File: config.mk
export PLATFORM = sky130hd
export DESIGN_NAME = conv_mcif_wr
export DESIGN_NICKNAME = d
export VERILOG_FILES = /design/src/rtl/conv_mcif_wr.sv
export SDC_FILE = /design/constraint.sdc
export NUM_CORES = 1
export LEC_CHECK = 0
export ABC_AREA = 1
export BUFFER_PORTS_ARGS = -buffer_cell sky130_fd_sc_hd__buf_4
export CAP_MARGIN = 5
export CORE_AREA = 10 10 244 246
export DETAILED_ROUTE_END_ITERATION = 7
export DIE_AREA = 0 0 254 256
export HOLD_SLACK_MARGIN = 0.02
export PLACE_DENSITY_LB_ADDON = 0.08
export SETUP_SLACK_MARGIN = 0.05
export SLEW_MARGIN = 5
export SYNTH_ARGS = -nofsm -noshare
export SYNTH_HDL_FRONTEND = slang
export SYNTH_SLANG_ARGS = --single-unit
export TNS_END_PERCENT = 5
File: constraint.sdc
create_clock -name clk -period 2.05 [get_ports clk]
set_input_delay 0.1025 -clock clk [delete_from_list [all_inputs] [get_ports clk]]
set_output_delay 0.1025 -clock clk [all_outputs]
set_load 0.05 [all_outputs]
File: src/rtl/conv_mcif_wr.sv
// conv_mcif_wr: write-path bridge from the conv write-DMA request stream to
// the AXI4 write channels (AW/W/B).
//
// The request stream carries one command word (pd[PD_W-1]=1) followed by
// length+1 data words. Each command becomes one INCR burst. Data words pass
// straight through to W with no buffering. AW is issued from a registered
// copy of the command and may lag W.
//
// Ports:
//   clk, rst_n            clock, async active-low reset
//   wr_req_vld/rdy/pd     packed command/data request stream
//   wr_rsp_complete       one-cycle pulse: last nonposted burst acknowledged
//   aw*/w*/b*             AXI4 master write channels
//   err_sticky            protocol/response error flag, cleared by reset only
module conv_mcif_wr #(
    parameter int DW     = 256,
    parameter int LEN_W  = 4,
    parameter int MAX_OS = 8,
    localparam int PD_W  = 2 + LEN_W + 32 + DW
) (
    input  logic              clk,
    input  logic              rst_n,
    input  logic              wr_req_vld,
    output logic              wr_req_rdy,
    input  logic [PD_W-1:0]   wr_req_pd,
    output logic              wr_rsp_complete,
    output logic              awvalid,
    input  logic              awready,
    output logic [31:0]       awaddr,
    output logic [7:0]        awlen,
    output logic [2:0]        awsize,
    output logic [1:0]        awburst,
    output logic              wvalid,
    input  logic              wready,
    output logic [DW-1:0]     wdata,
    output logic [DW/8-1:0]   wstrb,
    output logic              wlast,
    input  logic              bvalid,
    output logic              bready,
    input  logic [1:0]        bresp,
    output logic              err_sticky
);
    localparam int OS_W = $clog2(MAX_OS) + 1;

    typedef enum logic {IDLE, DATA} state_t;

    state_t            state;
    logic              aw_pend;
    logic              np_cur;
    logic              np_pend;
    logic              complete_r;
    logic              err_r;
    logic [31:0]       awaddr_r;
    logic [7:0]        awlen_r;
    logic [LEN_W-1:0]  beat_cnt;
    logic [OS_W-1:0]   os_cnt;

    // Command word fields
    logic              is_cmd;
    logic [31:0]       cmd_addr;
    logic [LEN_W-1:0]  cmd_len;
    logic              cmd_np;
    logic [31:0]       cmd_base;
    logic              unused_pd;

    assign is_cmd    = wr_req_pd[PD_W-1];
    assign cmd_addr  = wr_req_pd[31:0];
    assign cmd_len   = wr_req_pd[LEN_W+31:32];
    assign cmd_np    = wr_req_pd[LEN_W+32];
    assign cmd_base  = wr_req_pd[LEN_W+64:LEN_W+33];
    assign unused_pd = ^wr_req_pd[PD_W-2:DW];

    logic in_data;
    logic req_hs, cmd_hs, idle_drop, bad_cmd, w_hs;
    logic aw_hs, b_hs, b_eff, last_beat;

    assign in_data = (state == DATA);

    // IDLE: commands gated by outstanding limit and a still-pending AW; stray
    // data words are always swallowed so the stream cannot wedge.
    // DATA: ready follows W; a command word is held off until the burst ends.
    always_comb begin
        wr_req_rdy = 1'b0;
        if (!in_data)
            wr_req_rdy = is_cmd ? ((os_cnt < OS_W'(MAX_OS)) && !aw_pend) : 1'b1;
        else
            wr_req_rdy = wready && !is_cmd;
    end

    assign req_hs    = wr_req_vld && wr_req_rdy;
    assign cmd_hs    = req_hs && is_cmd && !in_data;
    assign idle_drop = req_hs && !is_cmd && !in_data;
    assign bad_cmd   = wr_req_vld && is_cmd && in_data;
    assign w_hs      = in_data && wr_req_vld && !is_cmd && wready;
    assign aw_hs     = aw_pend && awready;
    assign b_hs      = bvalid;
    // A B with nothing outstanding is ignored (and flagged below)
    assign b_eff     = b_hs && (os_cnt != '0);
    assign last_beat = (beat_cnt == awlen_r[LEN_W-1:0]);

    always_ff @(posedge clk or negedge rst_n) begin
        if (!rst_n) begin
            state      <= IDLE;
            aw_pend    <= 1'b0;
            np_cur     <= 1'b0;
            np_pend    <= 1'b0;
            complete_r <= 1'b0;
            err_r      <= 1'b0;
            awaddr_r   <= '0;
            awlen_r    <= '0;
            beat_cnt   <= '0;
            os_cnt     <= '0;
        end else begin
            if (aw_hs)
                aw_pend <= 1'b0;

            case (state)
                IDLE: begin
                    if (cmd_hs) begin
                        awaddr_r <= cmd_base + cmd_addr;
                        awlen_r  <= 8'(cmd_len);
                        np_cur   <= cmd_np;
                        aw_pend  <= 1'b1;
                        beat_cnt <= '0;
                        state    <= DATA;
                    end
                end
                DATA: begin
                    if (w_hs) begin
                        beat_cnt <= beat_cnt + 1'b1;
                        if (last_beat)
                            state <= IDLE;
                    end
                end
                default: state <= IDLE;
            endcase

            case ({aw_hs, b_eff})
                2'b10:   os_cnt <= os_cnt + 1'b1;
                2'b01:   os_cnt <= os_cnt - 1'b1;
                default: ;
            endcase

            // Completion fires only when the outstanding count drains to zero
            // with no new AW slipping in during the same cycle.
            complete_r <= np_pend && b_eff && (os_cnt == OS_W'(1)) && !aw_hs;
            if (aw_hs && np_cur)
                np_pend <= 1'b1;
            else if (np_pend && b_eff && (os_cnt == OS_W'(1)) && !aw_hs)
                np_pend <= 1'b0;

            if (idle_drop || bad_cmd || (b_hs && (os_cnt == '0)) ||
                (b_hs && (bresp != 2'b00)))
                err_r <= 1'b1;
        end
    end

    assign awvalid         = aw_pend;
    assign awaddr          = awaddr_r;
    assign awlen           = awlen_r;
    assign awsize          = 3'($clog2(DW/8));
    assign awburst         = 2'b01;
    assign wvalid          = in_data && wr_req_vld && !is_cmd;
    assign wdata           = wr_req_pd[DW-1:0];
    assign wstrb           = '1;
    assign wlast           = in_data && last_beat;
    assign bready          = 1'b1;
    assign wr_rsp_complete = complete_r;
    assign err_sticky      = err_r;

endmodule

==> results by group, run 1 <==
Critical path
  – Crit path launch type: flip-flop
  – Worst EP required: around 2.3 ns
  – Reg2reg end: os_cnt[2]$_DFFE_PN0P_
  – Crit path DAT: 1.94 ns
  – Worst Setup Path Type: flip-flop to flip-flop
  – CP max FO: 5
  – RR Startpoint: os_cnt[1]$_DFFE_PN0P_
  – Critical Path End Type: flip-flop
  – R2R cell count: 10
  – Reg2Reg Setup Slack: approximately 0.32 ns

Power and ir drop
  – Logic pwr share: between 60% and 70%
  – Leak: 3.875 nW
  – Power Internal: 3.292 mW
  – Switch Pwr: 4.014 mW
  – Overall power: 7.306 mW
  – Clk pwr share: 14.5%
  – PD cells: 1023 nW/µm²
  – Switching share of power: 54.94%
  – Worst VDD drop: 318.6 µV
  – Sequential share of power: a little under a quarter

Floorplanning
  – Io pins: about 640
  – Row cnt: 86
  – Starting Density: 12.26%
  – Die W: 254 µm
  – Full die area: 65,020 µm²
  – Die Y: ~260 µm
  – Core Region: 54,660 µm²

Timing
  – Max Clock Skew: 0.007007 ns
  – Slew Limit Fails: 0
  – Final WS setup: roughly 0.32 ns
  – Crit share post-route: 84.61%
  – Final Hold Fails: 0
  – Fmax: 576.5 MHz
  – Fin crit period: 1.735 ns
  – Slew margin rel.: 45.74%
  – Slew @ Worst Pin: 0.8139 ns
  – Final setup fails: 0
  – Final TNS setup: 0 ns
  – RSZ-0062 raised after global routing: false

Status
  – Run status: complete, no violations

CTS
  – Setup bufs post-CTS: 0
  – Root Driver: clkbuf_16
  – H-tree depth: 2
  – Clk buf depth: 2
  – Total CTS buffers: 5
  – Clk_lat worst skew: 0.32 ns
  – Clock transition at path regs: 0.08 ns
  – CTS tree: done
  – CTS sink count: 50

Drt
  – Final antenna-violating net count: 0
  – Routed met1 length: 11,900 µm
  – Routed WL: 28,390 µm
  – Vias: 5,280
  – DRT Pass-1 Iters: 4
  – Top sig layer: met4
  – WL met2: 13,490 µm
  – Drt initial violations: ~220
  – Met3 routed WL: 2151 µm
  – DR vias/cell: ~3.2
  – # DRC: 0
  – Wire length per cell: between 15 and 20 µm

Logic synthesis
  – FF+latch count, synth: 50
  – Post-Syn Area: 6701 µm²
  – Mapped Avg Cell Area: roughly 6.6 µm²
  – Number of enable flip-flop cells after synthesis: 0
  – Async SR Flop Fraction: 100.0%
  – Synth warn: 0
  – Register area share after synthesis: 18.67%
  – Post-synthesis cell type count: 30
  – Ys flop type: dfrtp_1
  – Syn Inst Count: 1,020

Placed design
  – Port bufs: 188
  – Final GP Congestion: 0.7011
  – Dpl ws: between 0.05 and 0.06 ns
  – DP HPWL: 24,600 µm

Min path
  – HP Start: bresp[0]
  – Worst hold path depth: 3
  – Hold Path End: err_sticky$_DFFE_PN0P_
  – Hold/Removal Path Class: input pin to flip-flop

Global routing
  – First-pass GRT wire length: slightly above 40,000 µm
  – Pin count of the biggest net entering global routing: 51
  – Gr ovfl total: 0
  – Vias in the first global route: 5,957
  – Initial antenna violation count: 0
  – Total GRT Usage: under 10%

Job
  – Max-Cap Viols: 0

Layout
  – Area delta synth->final: 6.609%
  – Ant. Diodes: 0
  – Layout cells sized above 1: 22.45%
  – Fin nets: 1,300
==> layer usage <==
metal / global-route usage [%] / vias up
met1: 9.647 / 2287
met5: 0 / -
met2: 14.31 / 272
li1: - / 2655
met3: 3.056 / 66
met4: 2.977 / 0
==> power by group through the flow <==
stage	Clock [mW]	Sequential (mW)	Combinational [mW]
after floorplan	0	2.95	2.85
after global placement	0	1.79	4.64
after detailed placement	0	1.79	4.63
after CTS	1.15	1.78	4.65
after global routing	1.17	1.83	4.94
final	1.06	1.75	4.49
==> registers in the layout (all words and copies together), names as in the netlist <==
| signal | cells |
|---|---|
| wr_rsp_complete | 1 |
| awaddr | 32 |
| np_cur | 1 |
| beat_cnt | 4 |
| err_sticky | 1 |
| in_data | 1 |
| awvalid | 1 |
| awlen | 4 |
| os_cnt | 4 |
| np_pend | 1 |
==> metrics by stage <==
stage          hold slack, ns  cells  instance area [µm²]  util, %
6_report              0.04334   1666                 7144    13.07
5_1_grt               0.05095   1666                 7144    13.07
4_1_cts               0.02372   1666                 7129    13.04
3_5_place_dp           0.2053   1651                 6889    12.60
3_3_place_gp           0.2053   1651                 6889    12.60
2_1_floorplan         -0.1931   1060                 6852        -
==> area by class of cell <==
cell class                 count  area, µm²
inverter                     132      498.0
timing repair buffer         201       1526
multi-input combinational    571       2818
clock inverter                 3      45.04
sequential                    50       1251
clock buffer                   5      125.1
tap                          704      880.8
fill                        6366      47520
==> cell usage in the layout, fill, tap and decap left out, types with 2 or more instances in the layout <==
master / n
nand3b_1: 4
dlygate4sd3_1: 7
nor2_1: 43
a21oi_1: 25
ha_1: 35
nand2_1: 290
nand3_1: 53
dfrtp_1: 50
inv_1: 130
nand2_2: 7
xnor2_1: 18
o21ai_1: 5
nor2_2: 3
xor2_1: 3
buf_4: 194
nor3_1: 6
clkinvlp_4: 2
o21ai_0: 21
conb_1: 42
o21bai_1: 3
clkbuf_16: 5
nand4_1: 5
==> worst max path at each step <==
stage	endpoint	cells past startpoint	from	slack (ns)
floorplan	beat_cnt[3]$_DFFE_PN0P_	9	awvalid$_DFF_PN0_	0.11
detailed placement	awaddr[20]$_DFFE_PN0P_	11	wr_req_pd[0]	0.05
global route	os_cnt[3]$_DFFE_PN0P_	10	os_cnt[1]$_DFFE_PN0P_	0.12
CTS	os_cnt[3]$_DFFE_PN0P_	10	os_cnt[1]$_DFFE_PN0P_	0.11
global placement	awaddr[28]$_DFFE_PN0P_	11	wr_req_pd[0]	0.06
finish	os_cnt[2]$_DFFE_PN0P_	10	os_cnt[1]$_DFFE_PN0P_	0.32
==> critical path, stage by stage, from the launching register on <==
cell and delay, ns:
dfrtp_1 0.40, inv_1 0.12, ha_1 0.18, inv_1 0.06, nor2_2 0.13, nor2_1 0.08
ha_4 0.30, a21oi_1 0.04, o21ai_0 0.11, xor2_1 0.17, inv_1 0.05
==> cells by family after synthesis <==
group                    after synthesis  share of synthesized area, %
AO/OA/AOI/OAI                         57                         4.500
XOR/XNOR                              21                         2.745
adder cells (fa/ha/maj)               37                         7.020
buffers and inverters                439                         41.82
flip-flops                            50                         18.67
other                                  2                        0.1121
AND/OR/NAND/NOR                      414                         25.13
==> synthesized netlist by cell type, types with 2 or more instances <==
library cell	n	share of area, %
nor2_1	44	2.5
dfrtp_1	50	19
nand4_1	5	0.47
ha_1	36	6.7
o21ai_1	5	0.37
nand3_1	54	4.0
nor3_1	6	0.45
buf_2	3	0.22
buf_4	300	34
nand2_1	290	16
o21ai_0	21	1.6
xnor2_1	18	2.4
inv_1	130	7.3
buf_6	3	0.50
conb_1	2	0.11
a21oi_1	25	1.9
nand2_2	7	0.65
o21bai_1	3	0.34
nand3b_1	4	0.45
nor2_2	2	0.19
xor2_1	3	0.39
==> what timing repair did <==
action                     in CTS  in global routing
setup endpoints to repair       0                  2
hold endpoints to repair       56                  0
resized for setup               0                  2
hold buffers                    7                  0
Note: power is estimated with default switching activity, not from simulation.
==> run 2, diff against run 1 <==
==> constraint.sdc (replaced) <==
create_clock -name clk -period 1.5 [get_ports clk]
set_input_delay 0.075 -clock clk [delete_from_list [all_inputs] [get_ports clk]]
set_output_delay 0.075 -clock clk [all_outputs]
set_load 0.05 [all_outputs]
==> run 2 against run 1 <==
Effect of this change: final cell count increased by 7.3%; critical path depth decreased by 5; the run now ends with negative setup slack left; non-clock buffer count increased by 122; first-iteration DRC count decreased by 17%; clock-buffer cell count unchanged.
==> results by group, run 2 (same netlist as run 1, synthesis figures left out) <==
Layout
  – Area occupied by multi-input gates: 3177 µm² (was 2818 µm²)
  – Max reg flops: 32 (unchanged)
  – Layout fillers: 6,346 (was 6,366)
  – Commonest non-fill, non-tap cell in the layout: buf_4 (was nand2_1)
  – Area delta synth->final: 27.32% (was 6.609%)
  – Layout cells sized above 1: 37.27% (was 22.45%)
  – Design Area, Final: 8532 µm² (was 7144 µm²)
  – Most frequent cells in the layout: buf_4, nand2_1, inv_1 (was nand2_1, buf_4, inv_1)
  – Ant. Diodes: 0 (unchanged)
  – Fin nets: 1,422 (was 1,300)
  – Final Instance Count excl. Fillers: 1,788 (was 1,666)
  – Register area: 1252 µm² (was 1251 µm²)

Critical path
  – CP max FO: 2 (was 5)
  – Crit path launch type: flip-flop (unchanged)
  – Worst Setup Path Type: flip-flop to primary output (was flip-flop to flip-flop)
  – Crit path DAT: 1.51 ns (was 1.94 ns)
  – Critical Path End Type: primary output (was flip-flop)
  – Worst EP required: 1.42 ns (was 2.26 ns)

Power and ir drop
  – PD cells: 1309 nW/µm² (was 1023 nW/µm²)
  – Overall power: 11.17 mW (was 7.306 mW)
  – Worst VDD drop: 371.9 µV (was 318.6 µV)
  – Leak: 4.528 nW (was 3.875 nW)

CTS
  – CTS sink count: 50 (unchanged)
  – Clk buf depth: 2 (unchanged)
  – H-tree depth: 2 (unchanged)
  – Clock transition at path regs: 0.08 ns (about the same)
  – Total CTS buffers: 5 (unchanged)
  – Clk_lat worst skew: 0.31 ns (was 0.32 ns)
  – CTS tree: done (unchanged)
  – Root Driver: clkbuf_16 (unchanged)

Drt
  – Routed WL: 29,760 µm (was 28,390 µm)
  – Final antenna-violating net count: 0 (unchanged)
  – # DRC: 0 (unchanged)
  – DR vias/cell: 3.173 (was 3.169)
  – Wire length per cell: 16.64 µm (was 17.04 µm)
  – Vias: 5,674 (was 5,280)
  – DRT Pass-1 Iters: 4 (unchanged)
  – Drt initial violations: 185 (was 222)

Status
  – Failing checks: negative setup slack
  – Run status: finished with violations (was complete, no violations)

Timing
  – Slew Limit Fails: 0 (unchanged)
  – Crit share post-route: 105.4%
  – Fin crit period: 1.580 ns
  – Final setup fails: 5 (was 0)
  – Final TNS setup: -0.2660 ns (was 0 ns)
  – Final Hold Fails: 0 (unchanged)
  – RSZ-0062 raised after global routing: true (was false)
  – WHS: 0.04951 ns (was 0.04334 ns)
  – Max Clock Skew: 0.008775 ns (was 0.007007 ns)
  – Fmax: ~630 MHz
  – Final WS setup: -0.08035 ns (was 0.3154 ns)

Floorplanning
  – Io pins: 642 (unchanged)
  – Row cnt: 86 (unchanged)
  – Full die area: 65,020 µm² (unchanged)
  – Die Y: 256 µm (unchanged)
  – Starting Density: 12.26% (unchanged)
  – Die W: 254 µm (unchanged)
  – Core Region: 54,660 µm² (unchanged)

Global routing
  – Total GRT Usage: 8.894% (was 8.474%)
  – First-pass GRT wire length: 43,000 µm (was 40,480 µm)
  – Initial antenna violation count: 0 (unchanged)
  – Vias in the first global route: 6,359 (was 5,957)
  – Pin count of the biggest net entering global routing: 32 (was 51)
  – Gr ovfl total: 0 (unchanged)

Placed design
  – Placed Cells incl. Taps: 1,764 (was 1,651)
  – Port bufs: 188 (unchanged)
  – Area post-placement: 7854 µm² (was 6889 µm²)
  – DP HPWL: 26,190 µm (was 24,600 µm)
  – Final GP Congestion: 0.7044 (was 0.7011)

Job
  – Max-Cap Viols: 0 (unchanged)

Min path
  – Hold/Removal Path Class: input pin to flip-flop (unchanged)
## run 2: cell count changes in the layout (fill, tap and decap cells not counted), moves of 7 or more
cell	delta
a21oi_1	-7
a21oi_2	+7
buf_4	+106
buf_6	+7
ha_1	-14
ha_4	+8
inv_1	-7
inv_2	+7
nand2_1	-16
nand2_2	+11
nor2_1	-9
## run 2: final cells by class
cell class,count,area share [%]
Sequential cell,50,14.68
Inverter,132,5.866
Clock inverter,3,0.5279
Tap cell,704,10.32
Timing Repair Buffer,323,29.90
Multi-Input combinational cell,571,37.23
Clock buffer,5,1.466
## run 2: worst paths after layout
path / startpoint / to / slack (ns) / cells after the start
min in group asynchronous: rst_n / awlen[2]$_DFFE_PN0P_ / 0.21 / 2
max in group asynchronous: rst_n / awaddr[3]$_DFFE_PN0P_ / 0.75 / 3
worst min register to register: awaddr[29]$_DFFE_PN0P_ / awaddr[29]$_DFFE_PN0P_ / 0.49 / 2
worst max-delay path: awlen[1]$_DFFE_PN0P_ / wlast / -0.08 / 5
worst max register to register: os_cnt[0]$_DFFE_PN0P_ / os_cnt[3]$_DFFE_PN0P_ / -0.07 / 10
worst min-delay path: wready / beat_cnt[1]$_DFFE_PN0P_ / 0.05 / 3
## run 2: metrics by stage
step	setup WS (ns)	utilization (%)
final	-0.08035	15.61
after global routing	-0.2058	15.61
after CTS	-0.1540	15.07
after detailed placement	-0.4204	14.37
after global placement	-0.4201	14.37
after floorplan	-0.09912	-
## run 2: layer usage
layer	track usage, %	vias to the layer above	wire length [µm]
li1	-	2896	-
met4	2.877	2	784
met3	2.893	65	2080
met2	14.60	263	13890
met1	10.67	2448	12960
met5	0.8488	-	41
## run 2: what timing repair did
| item | in CTS | in global routing |
|---|---|---|
| resized for setup | 23 | 62 |
| hold buffers | 10 | 0 |
| endpoints found under the setup margin | 45 | 42 |
| pin swaps | 5 | 10 |
| buffers inserted | 4 | 2 |
| hold endpoints to repair | 27 | 0 |
## run 2: where the power goes
group,switching (mW),internal [mW]
Combinational,4.73,2.55
Clock,0.656,0.792
Sequential,0.481,1.96
Total,5.87,5.30
## run 2: critical path: stages, from the launching register on
cell and delay (ns):
dfrtp_1 0.40, xor2_1 0.16, nor3_1 0.15, nand4_1 0.16, nor2_2 0.13, buf_6 0.17
